--- config.mk ---
export PLATFORM = sky130hd
export DESIGN_NAME = uart_rx_param
export DESIGN_NICKNAME = d
export VERILOG_FILES = /design/src/rtl/uart_rx_param.sv
export SDC_FILE = /design/constraint.sdc
export NUM_CORES = 1
export LEC_CHECK = 0
export BUFFER_PORTS_ARGS = -buffer_cell sky130_fd_sc_hd__buf_4
export CAP_MARGIN = 20
export CORE_UTILIZATION = 55
export CTS_BUF_LIST = sky130_fd_sc_hd__clkbuf_4 sky130_fd_sc_hd__clkbuf_8
export DETAILED_ROUTE_END_ITERATION = 16
export MAX_ROUTING_LAYER = met4
export PLACE_DENSITY = 0.78
export SETUP_SLACK_MARGIN = 0.5
export SYNTH_ARGS = -nofsm -noshare
export SYNTH_HDL_FRONTEND = slang
export SYNTH_SLANG_ARGS = --single-unit
--- constraint.sdc ---
create_clock -name clk -period 1.6 [get_ports clk]
set_input_delay 0.16 -clock clk [delete_from_list [all_inputs] [get_ports clk]]
set_output_delay 0.16 -clock clk [all_outputs]
set_load 0.02 [all_outputs]
--- src/rtl/uart_rx_param.sv ---
// UART receiver: 2-flop synchroniser, mid-bit sampling from an internal
// clocks-per-bit divider, valid/ready output with parity/framing/overrun flags.
module uart_rx_param #(
  parameter int DATA_BITS    = 8,
  parameter int PARITY_MODE  = 2,
  parameter int STOP_BITS    = 1,
  parameter int CLKS_PER_BIT = 16
) (
  input  logic                 clk,
  input  logic                 rst_n,
  input  logic                 rx,
  output logic [DATA_BITS-1:0] data_out,
  output logic                 data_valid,
  input  logic                 data_ready,
  output logic                 parity_error,
  output logic                 framing_error,
  output logic                 overrun_error,
  output logic                 busy
);

  localparam int CNT_W = $clog2(CLKS_PER_BIT);
  localparam int IDX_W = $clog2(DATA_BITS);
  localparam logic [CNT_W-1:0] CNT_LAST  = CNT_W'(CLKS_PER_BIT - 1);
  localparam logic [CNT_W-1:0] CNT_MID   = CNT_W'(CLKS_PER_BIT / 2 - 1);
  localparam logic [IDX_W-1:0] DATA_LAST = IDX_W'(DATA_BITS - 1);
  localparam logic [IDX_W-1:0] STOP_LAST = IDX_W'(STOP_BITS - 1);

  typedef enum logic [2:0] {
    IDLE, START, DATA, PARITY, STOP, BREAK_WAIT
  } state_t;

  state_t               state_q;
  logic [1:0]           sync_q;
  logic [CNT_W-1:0]     cnt_q;
  logic [IDX_W-1:0]     idx_q;
  logic [DATA_BITS-1:0] shift_q;
  logic                 perr_q;
  logic                 ferr_q;
  logic [DATA_BITS-1:0] data_out_q;
  logic                 data_valid_q;
  logic                 parity_error_q;
  logic                 framing_error_q;
  logic                 overrun_q;

  logic rx_s;
  logic frame_done;
  logic ferr_d;
  logic perr_d;
  logic shift_par;

  assign rx_s      = sync_q[1];
  assign shift_par = ^shift_q;

  always_comb begin
    frame_done = (state_q == STOP) && (cnt_q == CNT_LAST) && (idx_q == STOP_LAST);
    ferr_d     = ferr_q | ~rx_s;
    perr_d     = (PARITY_MODE == 1) ? (rx_s ^ shift_par) : ~(rx_s ^ shift_par);
  end

  always_ff @(posedge clk or negedge rst_n) begin
    if (!rst_n) begin
      state_q         <= IDLE;
      sync_q          <= 2'b11;
      cnt_q           <= '0;
      idx_q           <= '0;
      shift_q         <= '0;
      perr_q          <= 1'b0;
      ferr_q          <= 1'b0;
      data_out_q      <= '0;
      data_valid_q    <= 1'b0;
      parity_error_q  <= 1'b0;
      framing_error_q <= 1'b0;
      overrun_q       <= 1'b0;
    end else begin
      sync_q    <= {sync_q[0], rx};
      overrun_q <= 1'b0;

      if (data_valid_q && data_ready) begin
        data_valid_q <= 1'b0;
      end

      // A frame completing while the previous word is still unaccepted is dropped.
      if (frame_done) begin
        if (!data_valid_q || data_ready) begin
          data_out_q      <= shift_q;
          parity_error_q  <= perr_q;
          framing_error_q <= ferr_d;
          data_valid_q    <= 1'b1;
        end else begin
          overrun_q <= 1'b1;
        end
      end

      case (state_q)
        IDLE: begin
          cnt_q <= '0;
          if (!rx_s) begin
            state_q <= START;
          end
        end

        START: begin
          if (cnt_q == CNT_MID) begin
            if (rx_s) begin
              state_q <= IDLE;
            end else begin
              cnt_q   <= '0;
              idx_q   <= '0;
              perr_q  <= 1'b0;
              ferr_q  <= 1'b0;
              state_q <= DATA;
            end
          end else begin
            cnt_q <= cnt_q + CNT_W'(1);
          end
        end

        DATA: begin
          if (cnt_q == CNT_LAST) begin
            cnt_q          <= '0;
            shift_q[idx_q] <= rx_s;
            if (idx_q == DATA_LAST) begin
              idx_q   <= '0;
              state_q <= (PARITY_MODE != 0) ? PARITY : STOP;
            end else begin
              idx_q <= idx_q + IDX_W'(1);
            end
          end else begin
            cnt_q <= cnt_q + CNT_W'(1);
          end
        end

        PARITY: begin
          if (cnt_q == CNT_LAST) begin
            cnt_q   <= '0;
            perr_q  <= perr_d;
            state_q <= STOP;
          end else begin
            cnt_q <= cnt_q + CNT_W'(1);
          end
        end

        STOP: begin
          if (cnt_q == CNT_LAST) begin
            cnt_q  <= '0;
            ferr_q <= ferr_d;
            if (idx_q == STOP_LAST) begin
              idx_q   <= '0;
              state_q <= rx_s ? IDLE : BREAK_WAIT;
            end else begin
              idx_q <= idx_q + IDX_W'(1);
            end
          end else begin
            cnt_q <= cnt_q + CNT_W'(1);
          end
        end

        BREAK_WAIT: begin
          // Line held low past the frame: wait for idle before hunting for a start bit.
          cnt_q <= '0;
          if (rx_s) begin
            state_q <= IDLE;
          end
        end

        default: state_q <= IDLE;
      endcase
    end
  end

  assign data_out      = data_out_q;
  assign data_valid    = data_valid_q;
  assign parity_error  = parity_error_q;
  assign framing_error = framing_error_q;
  assign overrun_error = overrun_q;
  assign busy          = (state_q != IDLE);

endmodule

## Word level (Yosys, flattened, before mapping)

Index checks and enable logic that the tools add are counted.

| storage, ports and cells | value |
|---|---|
| input bits | 4 |
| word-level logic and storage cells | 97 |
| output and inout port bits | 13 |
| flip-flop bits (word level) | 34 |

| operators by class | value |
|---|---|
| $lt $le $gt $ge | 2 |
| equality and inequality tests | 18 |
| bitwise logic cells | 4 |
| add/subtract/negate cells | 2 |
| reduce and logical (&&, ||, !) cells | 23 |
| muxes and demuxes | 36 |

Operators with widths:

| kind | number |
|---|---|
| 3-bit 2-to-1 mux | 15 |
| 3-bit case mux with 6 select lines | 1 |
| 2-bit != test (second input constant) | 7 |
| 4-bit 2-to-1 mux | 3 |
| 4-bit case mux with 3 select lines | 1 |
| 1-bit 2-to-1 mux | 10 |
| 3-bit equality test (second input constant) | 3 |
| 3-bit case mux with 3 select lines | 1 |
| 3-bit nonzero test | 3 |
| 8-bit bitwise mux | 1 |
| 4-bit AND reduction | 2 |
| 8-bit AND reduction | 1 |
| 8-bit parity | 1 |
| 3-bit by 2-bit equality test with 1-bit output (second input constant) | 2 |
| 3-bit logical NOT | 2 |
| 2-bit AND reduction | 3 |
| 5-bit AND reduction | 1 |
| 4-bit by 1-bit adder with 4-bit output (second input constant) | 1 |
| 4-bit by 3-bit equality test with 1-bit output (second input constant) | 1 |
| 4-bit equality test (second input constant) | 1 |
| 1-bit logical AND | 4 |
| 3-bit by 4-bit less-than comparator with 1-bit output (second input constant) | 1 |
| 2-bit by 1-bit != test with 1-bit output (second input constant) | 2 |
| 1-bit case mux with 2 select lines | 2 |
| 14 further kinds | 16 |

## Logic depth before layout (Yosys ltp)

Gate-level depths: netlist of the first run.

| logic depth | value |
|---|---|
| depth in word-level cells | 5 |
| mapped depth | 6 |
| mapped depth without buffers | 6 |

## Least setup slack after synthesis of the first run

OpenSTA, ideal clock, no wires.

| timing | value |
|---|---|
| path type | flip-flop to flip-flop |
| from | register cnt_q[0] |
| to | register idx_q[2] |
| clock period less this slack | 1.668 ns |
| path buffers | 1 |
| data arrival time | 1.543 ns |
| stages on the path, launching flop included | 7 |
| data required time | 1.475 ns |
| library setup time | 0.125 ns |
| slack | -0.068 ns |
| path through | dfrtp_1 -> ha_1 -> and2_0 -> buf_2 -> a211oi_2 -> nor3_2 -> mux2_2 |

| between the ends | value |
|---|---|
| word-level cells in the longest chain between the ends | 3 |
| elaborated cells on any way between the ends | 6 |
| classes of those cells | eq/ne: 5; reduce/logical: 1 |

RTL lines:

| item | RTL line | source |
|---|---|---|
| start: declaration | 34 | `logic [CNT_W-1:0] cnt_q;` |
| start signal: assignment | 114 | `cnt_q <= cnt_q + CNT_W'(1);` |
| start signal: assignment | 129 | `cnt_q <= cnt_q + CNT_W'(1);` |
| start signal: assignment | 139 | `cnt_q <= cnt_q + CNT_W'(1);` |
| 4-bit by 3-bit equality test with 1-bit output or 4-bit equality test (tied branches) | 103, 119, 144 |  |
| 2-bit != test (no source line) or 2-bit by 1-bit != test with 1-bit output (tied branches) | -- |  |
| 5-bit AND reduction (no source line) (*) | -- |  |
| end signal: assignment | 126 | `idx_q <= idx_q + IDX_W'(1);` |
| end signal: assignment | 151 | `idx_q <= idx_q + IDX_W'(1);` |
| end: declaration | 35 | `logic [IDX_W-1:0] idx_q;` |

Every way passes the cells marked *; elsewhere a longest branch is shown, timed or not.
A chain may end at the register's enable or synchronous reset.

## Final worst setup path of the first run

| timing | value |
|---|---|
| from | register state_q[1] |
| to | register cnt_q[0] |

| between the ends | value |
|---|---|
| word-level cells in the longest chain between the ends | 4 |
| elaborated cells on any way between the ends | 12 |
| classes of those cells | eq/ne: 6; mux: 1; reduce/logical: 5 |

RTL lines:

| item | RTL line | source |
|---|---|---|
| start: declaration | 32 | `state_t state_q;` |
| start signal: assignment | 124 | `state_q <= (PARITY_MODE != 0) ? PARITY : STOP;` |
| start signal: assignment | 149 | `state_q <= rx_s ? IDLE : BREAK_WAIT;` |
| 3-bit equality test, or another cell as far along | 94 | `case (state_q)` |
| 3-bit OR reduction (no source line) or 2-bit OR reduction (tied branches) | -- |  |
| 3-bit nonzero test (no source line) | -- |  |
| 2-bit AND reduction (no source line) | -- |  |

Several ways; a longest one is shown, not always the timed one.

==> results of run 1 <==
-- report_power, final --
group / internal, uW / switching [uW] / total [uW]
Combinational: 937 / 919 / 1860
Sequential: 980 / 202 / 1180
Clock: 211 / 305 / 516
-- critical path: cells and delay by family (launching register included) --
kind | cells | cell delay [ps]
and+or+nand+nor | 2 | 530
DFF | 1 | 480
buffers and inverters | 2 | 290
AOI/OAI and AO/OA | 2 | 340
-- routing by layer --
layer / up-vias / part of all wire, % / global-route usage [%]
met3: 19 / 4.9 / 7.21
met2: 76 / 50 / 47.5
met1: 777 / 42 / 36.0
met5: - / 0 / -
li1: 690 / - / -
met4: 0 / 3.2 / 12.6
-- flip-flops by register name, summed over array words and instances (netlist names) --
register       count
framing_error      1
state_q            3
data_out           8
idx_q              3
cnt_q              4
overrun_error      1
sync_q             2
parity_error       1
shift_q            8
ferr_q             1
perr_q             1
data_valid         1
-- timing repair --
item                                   in CTS  in global routing
setup endpoints to repair                  33                 33
resized for setup                          33                 15
setup buffers                               9                  6
endpoints found under the hold margin      33                  0
pin swaps                                   8                 10
hold buffers                                2                  0
gates cloned                                1                  0
-- layout make-up --
class / instances / area share (%)
multi-input cells: 112 / 43.1
flip-flops and latches: 34 / 32.6
repair buffers: 58 / 18.8
well taps: 44 / 2.09
clock buffers: 6 / 1.95
inverters: 7 / 0.997
clock inverters: 2 / 0.475
-- layout by cell type, fill, tap and decap left out, types with 2 or more instances in the layout --
cell / count
buf_4: 42
dfrtp_1: 27
mux2_2: 15
buf_6: 12
nand2_1: 9
xnor2_1: 7
nor2_1: 6
inv_1: 5
nand2_2: 5
nand3_1: 5
clkbuf_4: 5
dfrtp_2: 5
o21ai_1: 4
mux2_4: 4
a21oi_1: 3
inv_2: 2
nand2b_1: 2
nand2b_4: 2
nand2_4: 2
nor4b_4: 2
nor2b_1: 2
a31oi_1: 2
a21oi_2: 2
mux2i_1: 2
ha_1: 2
ha_4: 2
dlygate4sd3_1: 2
dfstp_2: 2
-- cell families after synthesis --
family | count (synthesis) | share of synthesized area, %
buffers and inverters | 13 | 3.75
AOI/OAI and AO/OA | 28 | 11.3
and+or+nand+nor | 48 | 16.1
adders and majority gates | 4 | 2.78
muxes | 21 | 13.0
xor gates and xnor gates | 10 | 5.63
DFF | 34 | 47.4
-- worst min-delay path by stage --
stage,to,slack [ps],cells past startpoint
2_1_floorplan,cnt_q[0],-140,0
3_3_place_gp,overrun_error,120,1
3_5_place_dp,data_valid,130,1
4_1_cts,overrun_error,190,3
5_1_grt,overrun_error,210,3
6_report,overrun_error,210,3
-- through the flow --
stage	hold WS [ps]	setup WS [ps]
finish	212	-112
global route	209	-174
CTS	195	-23.4
detailed placement	127	-71.9
global placement	122	-26.5
floorplan	-136	-8.34
==> metrics, run 1 <==
Via Count 1562; worst hold path type input pin to flop; unrepaired setup endpoints after global routing true; ANT nets after route 0; Core Util, Final 85.7%; clock latency on the worst-skew pair 340 ps; synthesized area per cell 11.4 um2; Clock Skew 18.6 ps; RR Endpoint cnt_q[0]; fill count 156; Cells after DPL 237; Setup crit end kind flop; CTS Sinks 34; Arr. time, crit path 1970 ps; CP peak stage delay 480 ps; Cells after Synth 158; DRC 0; gr ovfl total 0; failing checks setup timing; Starting Density 58.5%; post-route cell area 2640 um2; R2R Setup Slk -110 ps; Synth Warn # 0; setup slack after layout -112 ps; DRT iter0 DRCs 115; detailed-route vias per instance 5.94; final worst path period share 107%; Primary FF master, synth dfrtp_1; cts bufs inserted 5; Final Hold Fails 0; power per cell area 1350 nW/um2; Initial DRT Pass Iterations 6; height of the die 59.2 um; final WL 5160 um; CTS tree yes; Yosys reg bits 34; port bufs 16; Final Non-Filler Cells 263; cells along the critical path buf_4 > buf_6 > or3b_4 > o41ai_4 > nand2_1 > o21ai_1; Max Cap Viol 0; count of pins over their slew limit 0; area occupied by multi-input gates 1140 um2; total number of placement rows 20; status finished with violations; routed len/inst 19.6 um; Die X 59.2 um; worst r2r src state_q[1]; number of global-route vias before repair 1468; EDFF count, synth 0; Post-Syn Area 1800 um2; LEAKAGE 0.00122 uW; Post-DP Area 2220 um2; Slew @ Worst Pin 420 ps; CP startpoint state_q[1]; worst-case reg-to-reg path depth 6; top-count cell post-synth dfrtp_1; asr flop ratio synth 100%; area leader, netlist dfrtp_1; CP Capture Point cnt_q[0]; Seq/Total Area, Yosys 47.4%; Yosys cell types 50; final setup fails 24; largest net degree at the start of global routing 35; initial antenna violation count 0; f_max 0.584 GHz; Root Buffer clkbuf_4; Global Route Usage Sum 29.8%; CTS max path bufs 2; HP Start data_ready; first-pass GRT wire length 7190 um; Ports 17; share of layout cells above drive strength 1 58.9%; crit start category flop; GPL Wtd Cong 0.971; required arrival time at the worst endpoint 1860 ps; fin crit period 1710 ps; Synth top area share 44.5%; H-Tree Level Count 2; Seq. cell area 860 um2; Slew Limit Headroom 72.0%; top cells by area, synth dfrtp_1 45%, mux2_2 12%, xnor2_1 3.9%; commonest cells in the synthesized netlist 32 x dfrtp_1, 19 x mux2_2, 14 x nand2_1; slowest cell on the critical path dfrtp_2; NumNets Final 226; syn nets 166; Area Growth Syn to Fin 46.5%; DIE AREA 3500 um2; DPL Wire Length 2760 um; Max VDD drop 990 uV; clock slew at reported path FFs 110 ps; setup_tns -1270 ps; Crit Path Class flop to flop; total power 3550 uW; Max Fanout on Critical Path 6; n_diodes 0; core area 3080 um2
Note: power is estimated with default switching activity, not from simulation.
==> inputs of run 2 (changes only) <==
REMOVE_ABC_BUFFERS = 1   (was not set)
==> metrics, run 2 (synthesized netlist as in run 1, its figures left out) <==
port bufs 16 (unchanged); n_diodes 0 (unchanged); unrepaired setup endpoints after global routing true (unchanged); Area Growth Syn to Fin 43.6% (was 46.5%); initial antenna violation count 0 (unchanged); Arr. time, crit path 1980 ps (was 1970 ps); Clock Skew 15.2 ps (was 18.6 ps); number of global-route vias before repair 1500 (was 1468); Max Cap Viol 0 (unchanged); clock latency on the worst-skew pair 360 ps (was 340 ps); Final Hold Fails 0 (unchanged); final worst path period share 109% (was 107%); Initial DRT Pass Iterations 4 (was 6); share of layout cells above drive strength 1 58.3% (was 58.9%); required arrival time at the worst endpoint 1840 ps (was 1860 ps); worst hold path type input pin to flop (unchanged); Internal 2160 uW (was 2130 uW); Max VDD drop 1140 uV (was 990 uV); Cells after DPL 241 (was 237); total number of placement rows 20 (unchanged); area occupied by multi-input gates 1080 um2 (was 1140 um2); CP startpoint idx_q[0] (was state_q[1]); CTS max path bufs 2 (unchanged); Sw Share 39.2% (was 40.1%); DPL Wire Length 2650 um (was 2760 um); CTS Sinks 34 (unchanged); H-Tree Level Count 2 (unchanged); clock slew at reported path FFs 100 ps (was 110 ps); sequential power share 32.9% (was 33.3%); first-pass GRT wire length 7000 um (was 7190 um); Starting Density 58.5% (unchanged); Clock Power Share 14.7% (was 14.5%); Seq. cell area 858 um2 (was 860 um2); crit start category flop (unchanged); fin crit period 1740 ps (was 1710 ps); CTS tree yes (unchanged); LEAKAGE 0.00119 uW (was 0.00122 uW); cts bufs inserted 5 (unchanged); Global Route Usage Sum 28.5% (was 29.8%); Root Buffer clkbuf_4 (unchanged); status finished with violations (unchanged); final WL 5140 um (was 5160 um); fill count 151 (was 156); largest net degree at the start of global routing 35 (unchanged); DRC 0 (unchanged); routed len/inst 19.2 um (was 19.6 um); WHS Path Cells 3 (unchanged); sw power 1390 uW (was 1430 uW); Ports 17 (unchanged); CP Capture Point parity_error (was cnt_q[0]); commonest non-fill, non-tap cell in the layout buf_4 (unchanged); detailed-route vias per instance 5.93 (was 5.94); Crit Path Class flop to flop (unchanged); R2R Setup Slk -140 ps (was -110 ps); Comb pwr share 52.4% (was 52.2%); Via Count 1582 (was 1562); count of pins over their slew limit 0 (unchanged); NumNets Final 230 (was 226); commonest non-fill, non-tap cells in the layout 52 x buf_4, 28 x dfrtp_1, 18 x mux2_2, 13 x nand2_1, 8 x buf_6 (was 42 x buf_4, 27 x dfrtp_1, 15 x mux2_2, 12 x buf_6, 9 x nand2_1); setup_tns -1990 ps (was -1270 ps); DIE AREA 3500 um2 (unchanged); RR Endpoint parity_error (was cnt_q[0]); HP Start data_ready (unchanged); DRT iter0 DRCs 183 (was 115); gr ovfl total 0 (unchanged); Die X 59.2 um (unchanged); Final Non-Filler Cells 267 (was 263); failing checks setup timing (unchanged); power per cell area 1380 nW/um2 (was 1350 nW/um2); Slew Limit Headroom 71.5% (was 72.0%); Slew @ Worst Pin 427 ps (was 420 ps); GPL Wtd Cong 0.897 (was 0.971); Max Fanout on Critical Path 5 (was 6); ANT nets after route 0 (unchanged); worst-case reg-to-reg path depth 6 (unchanged); worst r2r src idx_q[0] (was state_q[1]); f_max 0.573 GHz (was 0.584 GHz); height of the die 59.2 um (unchanged); core area 3080 um2 (unchanged); Setup crit end kind flop (unchanged); setup slack after layout -144 ps (was -112 ps); final setup fails 25 (was 24)
[run 2: changes by cell type in the layout (fill, tap and decap cells not counted), moves of 3 or more]
cell	delta
buf_4	+10
mux2_2	+3
nand2_1	+4
buf_6	-4
mux2_4	-3
[run 2: power by group through the flow]
| stage | Sequential [uW] | Clock (uW) | Combinational (uW) |
|---|---|---|---|
| final | 1170 | 522 | 1860 |
| after global routing | 1180 | 579 | 1960 |
| after CTS | 1150 | 521 | 1450 |
| after detailed placement | 1150 | 0 | 1180 |
| after global placement | 1140 | 0 | 1130 |
| after floorplan | 1160 | 0 | 620 |
[run 2: per-layer routing]
layer	part of all wire, %	GRT usage (%)	vias up	wire length, um
li1	-	-	700	-
met1	40	33.2	769	2060
met2	49	46.7	87	2510
met3	6.9	6.55	26	356
met4	4.1	12.9	0	209
met5	0	-	-	0
[run 2: worst min path at each step]
| stage | slack, ps | end |
|---|---|---|
| detailed placement | 130 | overrun_error |
| finish | 240 | overrun_error |
| CTS | 210 | data_valid |
| global route | 250 | overrun_error |
| floorplan | -140 | cnt_q[0] |
| global placement | 120 | overrun_error |
[run 2: repair_timing]
item	4_1_cts	5_1_grt
setup endpoints to repair	33	33
endpoints found under the hold margin	33	0
resized for setup	36	23
setup buffers	7	8
cloned	1	0
hold buffers	2	0
pin swaps	7	9
[run 2: cell type report]
type                            instances  area share, %
Clock buffer                            6           1.99
Timing Repair Buffer                   62           19.4
Clock inverter                          2          0.484
Sequential cell                        34           33.2
Tap cell                               44           2.13
Multi-Input combinational cell        112           41.8
Inverter                                7           1.02
[run 2: worst max-delay path: stages, from the launching register on]
cell	delay (ps)
dfrtp_1	430
inv_2	90
ha_4	140
nand2b_4	80
nor4_4	380
nand2_2	190
mux2_4	330
[run 2: per-stage QoR]
stage / instance area [um2] / util (%) / setup WS [ps] / power (uW) / hold slack (ps)
finish: 2580 / 83.9 / -144 / 3560 / 238
floorplan: 1760 / - / -116 / 1780 / -136
detailed placement: 2150 / 69.9 / -145 / 2330 / 129
CTS: 2410 / 78.4 / -77.5 / 3120 / 208
global route: 2580 / 83.9 / -195 / 3710 / 246
global placement: 2150 / 69.9 / -90.6 / 2270 / 123
